==> src/rtl/mem_port_arbiter_pkg.sv <==
// Shared widths, defaults and FSM state encodings for the memory port arbiter.
// ADDR/W_DATA defaults mirror the core-wide parameter set.
package mem_port_arbiter_pkg;

  localparam int DEF_ADDR         = 32;
  localparam int DEF_W_DATA       = 32;
  localparam int DEF_STARVE_LIMIT = 4;
  localparam int DEF_TIMEOUT_CYC  = 255;

  typedef enum logic [1:0] {
    ARB_IDLE     = 2'd0,
    ARB_GRANT_IF = 2'd1,
    ARB_GRANT_LS = 2'd2
  } arb_state_e;

endpackage

==> src/rtl/mem_port_arbiter.sv <==
// Shares one external memory port between instruction fetch and load/store.
// Load/store wins arbitration unless fetch has waited through STARVE_LIMIT LS grants.
module mem_port_arbiter
  import mem_port_arbiter_pkg::*;
#(
  parameter int ADDR         = DEF_ADDR,
  parameter int W_DATA       = DEF_W_DATA,
  parameter int STARVE_LIMIT = DEF_STARVE_LIMIT,
  parameter int TIMEOUT_CYC  = DEF_TIMEOUT_CYC
) (
  input  logic              clk,
  input  logic              reset,
  input  logic              if_req_i,
  input  logic [ADDR-1:0]   if_addr_i,
  output logic [W_DATA-1:0] if_rdata_o,
  output logic              if_ack_o,
  input  logic              ls_req_i,
  input  logic              ls_write_i,
  input  logic [ADDR-1:0]   ls_addr_i,
  input  logic [W_DATA-1:0] ls_wdata_i,
  output logic [W_DATA-1:0] ls_rdata_o,
  output logic              ls_ack_o,
  output logic              mem_req_o,
  output logic              mem_we_o,
  output logic [ADDR-1:0]   mem_addr_o,
  output logic [W_DATA-1:0] mem_wdata_o,
  input  logic [W_DATA-1:0] mem_rdata_i,
  input  logic              mem_ack_i,
  output logic              stall_o,
  output logic              err_o
);

  localparam int SC_W  = $clog2(STARVE_LIMIT + 1);
  localparam int TMO_W = $clog2(TIMEOUT_CYC + 1);
  localparam logic [SC_W-1:0]  SC_MAX  = SC_W'(STARVE_LIMIT);
  localparam logic [TMO_W-1:0] TMO_MAX = TMO_W'(TIMEOUT_CYC);
  localparam logic [TMO_W-1:0] TMO_ERR = TMO_W'(TIMEOUT_CYC - 1);

  arb_state_e       state_r;
  logic [SC_W-1:0]  starve_cnt_r;
  logic [TMO_W-1:0] tmo_cnt_r;
  logic             arb_open_s;
  logic             starved_s;
  logic             grant_ls_s;
  logic             grant_if_s;

  // Arbitration decision; no grant is made during an ack cycle so a held request is not re-granted.
  always_comb begin
    grant_ls_s = 1'b0;
    grant_if_s = 1'b0;
    arb_open_s = (state_r == ARB_IDLE) && !if_ack_o && !ls_ack_o;
    starved_s  = if_req_i && (starve_cnt_r == SC_MAX);
    if (arb_open_s && ls_req_i && !starved_s) begin
      grant_ls_s = 1'b1;
    end else if (arb_open_s && if_req_i) begin
      grant_if_s = 1'b1;
    end else begin
      grant_ls_s = 1'b0;
      grant_if_s = 1'b0;
    end
  end

  // Core stall: a requester is stalled until its ack pulse is visible.
  assign stall_o = (if_req_i & ~if_ack_o) | (ls_req_i & ~ls_ack_o);

  // Arbiter FSM with registered memory-side and requester-side outputs.
  always_ff @(posedge clk) begin
    if (reset) begin
      state_r      <= ARB_IDLE;
      mem_req_o    <= 1'b0;
      mem_we_o     <= 1'b0;
      mem_addr_o   <= '0;
      mem_wdata_o  <= '0;
      if_ack_o     <= 1'b0;
      ls_ack_o     <= 1'b0;
      if_rdata_o   <= '0;
      ls_rdata_o   <= '0;
      err_o        <= 1'b0;
      starve_cnt_r <= '0;
      tmo_cnt_r    <= '0;
    end else begin
      if_ack_o <= 1'b0;
      ls_ack_o <= 1'b0;
      case (state_r)
        ARB_IDLE: begin
          if (grant_ls_s) begin
            state_r     <= ARB_GRANT_LS;
            mem_req_o   <= 1'b1;
            mem_we_o    <= ls_write_i;
            mem_addr_o  <= ls_addr_i;
            mem_wdata_o <= ls_wdata_i;
            tmo_cnt_r   <= '0;
            // Only LS grants that bypass a waiting fetch count towards starvation.
            if (if_req_i) begin
              starve_cnt_r <= (starve_cnt_r == SC_MAX) ? SC_MAX : starve_cnt_r + SC_W'(1);
            end else begin
              starve_cnt_r <= '0;
            end
          end else if (grant_if_s) begin
            state_r      <= ARB_GRANT_IF;
            mem_req_o    <= 1'b1;
            mem_we_o     <= 1'b0;
            mem_addr_o   <= if_addr_i;
            tmo_cnt_r    <= '0;
            starve_cnt_r <= '0;
          end else begin
            state_r <= ARB_IDLE;
          end
        end
        ARB_GRANT_IF, ARB_GRANT_LS: begin
          if (mem_ack_i) begin
            state_r   <= ARB_IDLE;
            mem_req_o <= 1'b0;
            mem_we_o  <= 1'b0;
            if (state_r == ARB_GRANT_IF) begin
              if_ack_o   <= 1'b1;
              if_rdata_o <= mem_rdata_i;
            end else begin
              ls_ack_o   <= 1'b1;
              ls_rdata_o <= mem_rdata_i;
            end
          end else begin
            // Keep waiting forever; err_o only flags that the memory is overdue.
            if (tmo_cnt_r != TMO_MAX) begin
              tmo_cnt_r <= tmo_cnt_r + TMO_W'(1);
            end
            if (tmo_cnt_r >= TMO_ERR) begin
              err_o <= 1'b1;
            end
          end
        end
        default: begin
          state_r   <= ARB_IDLE;
          mem_req_o <= 1'b0;
          mem_we_o  <= 1'b0;
        end
      endcase
    end
  end

endmodule
==> config.mk <==
export PLATFORM = sky130hd
export DESIGN_NAME = mem_port_arbiter
export DESIGN_NICKNAME = d
export VERILOG_FILES = /design/src/rtl/mem_port_arbiter_pkg.sv /design/src/rtl/mem_port_arbiter.sv
export SDC_FILE = /design/constraint.sdc
export NUM_CORES = 1
export LEC_CHECK = 0
export CORE_ASPECT_RATIO = 0.9
export CORE_MARGIN = 5
export CORE_UTILIZATION = 42
export CTS_CLUSTER_DIAMETER = 100
export DETAILED_ROUTE_END_ITERATION = 6
export GPL_ROUTABILITY_DRIVEN = 0
export PLACE_DENSITY = 0.81
export SYNTH_ARGS = -nofsm -noshare
export SYNTH_HDL_FRONTEND = slang
export SYNTH_SLANG_ARGS = --single-unit
==> constraint.sdc <==
create_clock -name clk -period 2.52 [get_ports clk]
set_input_delay 0.504 -clock clk [delete_from_list [all_inputs] [get_ports clk]]
set_output_delay 0.504 -clock clk [all_outputs]
set_load 0.02 [all_outputs]
=== After elaboration in Yosys (flattened, before gate mapping) ===
Cells that the tools add are included.

* Bits in registers: 146
* Output and inout bits: 134
* ROM bits: 0
* Memory bits (writable): 0
* Memories: 0
* Bits in latches: 0

* Equality and inequality tests: 8
* Divide/modulo/power cells: 0
* Reduce and logical (&&, ||, !) cells: 21
* Muxes and demuxes: 27
* $add $sub $neg: 2
* Magnitude comparators: 1
* Bitwise operators: 8
* Shifts and indexed selects: 0
* Multiply operators: 0

{| class="wikitable"
|+ Operators by type and width
! cell !! count
|-
| 32-bit two-way mux || 2
|-
| 8-bit two-way mux || 4
|-
| 8-bit one-hot mux with 2 select lines || 1
|-
| 3-bit two-way mux || 4
|-
| 1-bit two-way mux || 11
|-
| 3-bit AND reduction || 3
|-
| 8-bit by 1-bit adder with 8-bit output (second input constant) || 1
|-
| 8-bit greater-or-equal comparator (second input constant) || 1
|-
| 8-bit inequality test (second input constant) || 1
|-
| 1-bit logical AND || 6
|-
| 2-bit inequality test (second input constant) || 3
|-
| 2-bit AND reduction || 3
|-
| 1-bit inverter || 5
|-
| 2-bit two-way mux || 2
|-
| 1-bit one-hot mux with 2 select lines || 2
|-
| 2-bit one-hot mux with 2 select lines || 1
|-
| 4-bit AND reduction || 1
|-
| 2-bit nonzero test || 2
|-
| 3-bit by 1-bit adder with 3-bit output (second input constant) || 1
|-
| 3-bit equality test (second input constant) || 1
|-
| 1-bit logical NOT || 3
|-
| 3-bit inequality test (second input constant) || 1
|-
| 3-bit OR reduction || 1
|-
| 1-bit bitwise AND || 2
|-
| 5 further kinds || 5
|}

=== Longest topological paths before layout ===
* Depth after elaboration: 9
* Depth in mapped cells: 8

=== Worst setup path before layout ===
OpenSTA, ideal clock, no wires.

* Kind: register to register
* From: register state_r[0]
* To: register tmo_cnt_r[1]
* Buffers on the path: 1
* Arrival time: 1.624 ns
* Library setup time: 0.121 ns
* Cell stages (with the launch flop): 7
* Data required time: 2.399 ns
* Path slack: 0.775 ns
* Cell sequence: dfxtp_1 inv_1 ha_1 buf_2 or2b_2 a21oi_4 mux2_4

* Longest elaborated chain between the ends: 8

{| class="wikitable"
|+ Ends and longest elaborated chain
! what !! line !! RTL
|-
| start, declared || mem_port_arbiter.sv:39 || <nowiki>arb_state_e state_r;</nowiki>
|-
| start signal, assigned || mem_port_arbiter.sv:69 || <nowiki>state_r <= ARB_IDLE;</nowiki>
|-
| start signal, assigned || mem_port_arbiter.sv:87 || <nowiki>state_r <= ARB_GRANT_LS;</nowiki>
|-
| start signal, assigned || mem_port_arbiter.sv:100 || <nowiki>state_r <= ARB_GRANT_IF;</nowiki>
|-
| 2-bit logical NOT || mem_port_arbiter.sv:51, mem_port_arbiter.sv:84 ||
|-
| 1-bit logical AND (2 in series) || mem_port_arbiter.sv:51 || <nowiki>arb_open_s = (state_r == ARB_IDLE) && !if_ack_o && !ls_ack_o;</nowiki>
|-
| 1-bit logical AND, on equally long branches || mem_port_arbiter.sv:55, mem_port_arbiter.sv:53 ||
|-
| 1-bit two-way mux / 1-bit logical AND (equally long branches) || mem_port_arbiter.sv:55, mem_port_arbiter.sv:53 ||
|-
| 1-bit two-way mux || mem_port_arbiter.sv:53 || <nowiki>if (arb_open_s && ls_req_i && !starved_s) begin</nowiki>
|-
| 3-bit inequality test (no source line) / 8-bit two-way mux (equally long branches) || n/a ||
|-
| 4-bit AND reduction (no source line) / 8-bit one-hot mux with 2 select lines (equally long branches) || n/a ||
|-
| end signal, assigned || mem_port_arbiter.sv:125 || <nowiki>tmo_cnt_r <= tmo_cnt_r + TMO_W'(1);</nowiki>
|-
| end, declared || mem_port_arbiter.sv:41 || <nowiki>logic [TMO_W-1:0] tmo_cnt_r;</nowiki>
|}

Several ways; a longest one is shown, not always the timed one.
A chain may end at the register's enable or synchronous reset.

=== Final worst setup path ===
* From: input if_req_i
* To: output stall_o

* Longest elaborated chain between the ends: 2

{| class="wikitable"
|+ Ends and longest elaborated chain
! what !! line !! RTL
|-
| start, declared || mem_port_arbiter.sv:13 || <nowiki>input logic if_req_i,</nowiki>
|-
| 1-bit bitwise AND || mem_port_arbiter.sv:64 || <nowiki>assign stall_o = (if_req_i & ~if_ack_o) | (ls_req_i & ~ls_ack_o);</nowiki>
|-
| 1-bit bitwise OR || mem_port_arbiter.sv:64 ||
|-
| end, declared || mem_port_arbiter.sv:29 || <nowiki>output logic stall_o,</nowiki>
|}

Every way passes these cells.

==> impl_metrics.tcl <==
set metrics [dict create \
    die_x_um 135 \
    holdWs_ns 0.452 \
    ys_seq_area_frac 0.498 \
    finClkSkew_ns 0.00942 \
    rows 41 \
    r2r_cells 6 \
    cts_tree "built" \
    finalSetupViolations 0 \
    postRouteAntennaNets 0 \
    final_nets 1117 \
    clkLatencyLatePin_ns 0.42 \
    max-clock-path-buffers 2 \
    vias 5856 \
    synth-async-reset-ratio 0 \
    synth_warnings 0 \
    cp-start-kind "input port" \
    ir_drop_uv 540 \
    wl_per_cell_um 16.2 \
    synth_edf_count 0 \
    grt_pass1_wl_um 29000 \
    syn-num-nets 864 \
    die_area_um2 16400 \
    slew_headroom 0.660 \
    drt-total-wl_um 18800 \
    min_period_ns 2.10 \
    worstSetupEndpointType "output port" \
    cp_max_fo 2 \
    arrival_ns 1.60 \
    setup.worst_path.start "if_req_i" \
    drc 0 \
    path_clk_slew_ns 0.06 \
    antenna_found_initial 0 \
    io_pins 268 \
    io_buffers 267 \
    cp.required_ns 2.02 \
    root_buffer "clkbuf_16" \
    htreeDepth 4 \
    ys.flop_type "dfxtp_1" \
    final-hold-violation-count 0 \
    core_um2 13900 \
    pwr_density_cell_nw_per_um2 725 \
    cts_made_buffers 17 \
    finalMaxSlewViolations 0 \
    worstSetupPathType "input port to output port" \
    antennaDiodeCount 0 \
    grt_max_degree 49 \
    final_cell_mix "nand2_1, clkdlybuf4s50_1, dfxtp_1" \
    grt_pass1_vias 5652 \
    critPathCapture "stall_o" \
    syn_inst 724 \
    worst_slew_pin_slew_ns 0.509 \
    r2r_end "tmo_cnt_r[1]" \
    hold_class "flip-flop to flip-flop" \
    yosysUniqueCellTypes 43 \
    routed_via_density 5.04 \
    fin_tns_setup_ns 0 \
    die_y_um 122 \
    start_util 0.423 \
    grt_overflow_total 0 \
    clock-sinks 146 \
    max_freq_mhz 476 \
    p_leak_nw 3.31 \
    rsz0062_at_grt "false" \
    n_fill_cell 1162 \
    ys_ff_latch 146 \
    dpl.hpwl_um 13500 \
    status "complete, no violations" \
    ctsHoldBuffers 0 \
    rrSetupSlack_ns 0.58 \
    mostFrequentLayoutCell "nand2_1" \
    dr.first_iter.drc_count 430 \
    layout-drive-gt1-share 0.0809 \
    netlist_area_um2 5870 \
    r2r-start "state_r[0]" \
    syn_area_per_cell_um2 8.10 \
    syn_to_final_growth_pct 58.1 \
    grt_use_total 0.221 \
    fin_crit_sh 0.833 \
    firstDrtPassIters 4 \
    max-cap-violations 0 \
]
-- through the flow --
stage / area (µm²) / worst slack, ns / instances / total power [mW] / utilization
floorplan: 5870 / 0.775 / 724 / 3.47 / -
global placement: 8680 / 0.0493 / 1130 / 4.20 / 0.627
detailed placement: 8680 / 0.0247 / 1130 / 4.22 / 0.627
CTS: 9270 / 0.0110 / 1161 / 6.78 / 0.669
global route: 9270 / 0.359 / 1161 / 7.01 / 0.670
finish: 9270 / 0.420 / 1161 / 6.72 / 0.670
-- cells by family (layout without fill, tap and decap cells) --
logic type | Yosys count | after routing | synth area share
mux | 1 | 1 | 0.00256
simple gates | 352 | 352 | 0.246
compound gates | 156 | 156 | 0.187
flops | 146 | 146 | 0.498
buf+inv | 63 | 328 | 0.0538
fa+ha+maj | 6 | 6 | 0.0128
-- per-layer routing --
| layer | wire, µm | track usage | vias up |
|---|---|---|---|
| met5 | 0 | 0 | - |
| li1 | - | - | 2927 |
| met1 | 7750 | 0.266 | 2718 |
| met3 | 1210 | 0.0739 | 37 |
| met2 | 9300 | 0.370 | 174 |
| met4 | 492 | 0.0827 | 0 |
-- synth_stat cells (3+ instances only) --
library cell / n / share of area
nand2b_1: 4 / 0.0043
nand2_1: 267 / 0.17
clkbuf_1: 26 / 0.017
a221oi_1: 3 / 0.0045
a21oi_1: 101 / 0.086
nor3_1: 4 / 0.0034
a311oi_2: 20 / 0.051
nor2_1: 43 / 0.028
buf_4: 3 / 0.0038
o21ai_0: 5 / 0.0043
a311oi_1: 13 / 0.019
nand3_1: 15 / 0.013
o31ai_1: 3 / 0.0038
buf_6: 6 / 0.012
dfxtp_1: 146 / 0.50
buf_2: 18 / 0.015
nor2b_1: 3 / 0.0032
ha_1: 6 / 0.013
inv_1: 10 / 0.0064
-- state kept, by name, indices dropped and copies added (netlist names), 2 cells and up --
name / cells
state_r: 2
mem_wdata_o: 32
starve_cnt_r: 3
mem_addr_o: 32
tmo_cnt_r: 8
ls_rdata_o: 32
if_rdata_o: 32
-- area by class of cell --
type / count / area, µm² / area share
clock buffers: 19 / 433 / 0.0467
clock inverters: 12 / 160 / 0.0173
inverters: 10 / 37.5 / 0.00405
multi-input cells: 515 / 2630 / 0.284
flip-flops and latches: 146 / 2920 / 0.315
well taps: 172 / 215 / 0.0232
repair buffers: 287 / 2870 / 0.310
-- what timing repair did --
item                                    4_1_cts  5_1_grt
gates resized for setup                       0        1
endpoints found under the setup margin        0        1
setup buffers                                 0        0
-- worst min-delay path by stage --
stage | start | endpoint | slack [ns] | cells after the start
detailed placement | mem_wdata_o[28] | mem_wdata_o[28] | 0.45 | 2
global placement | ls_rdata_o[25] | ls_rdata_o[25] | 0.44 | 2
finish | if_rdata_o[25] | if_rdata_o[25] | 0.45 | 2
global route | ls_rdata_o[24] | ls_rdata_o[24] | 0.47 | 2
CTS | if_rdata_o[25] | if_rdata_o[25] | 0.45 | 2
floorplan | state_r[1] | state_r[1] | 0.43 | 2
-- power breakdown --
part	switching [mW]	leakage [nW]	internal [mW]
Combinational	0.848	1.84	0.744
Sequential	0.0939	1.19	2.49
Clock	0.987	0.276	1.56
-- critical path: stages --
cell             delay, ns
clkdlybuf4s50_1       0.48
inv_1                 0.06
o22ai_1               0.27
dlymetal6s2s_1        0.28
Note: power is estimated with default switching activity, not from simulation.
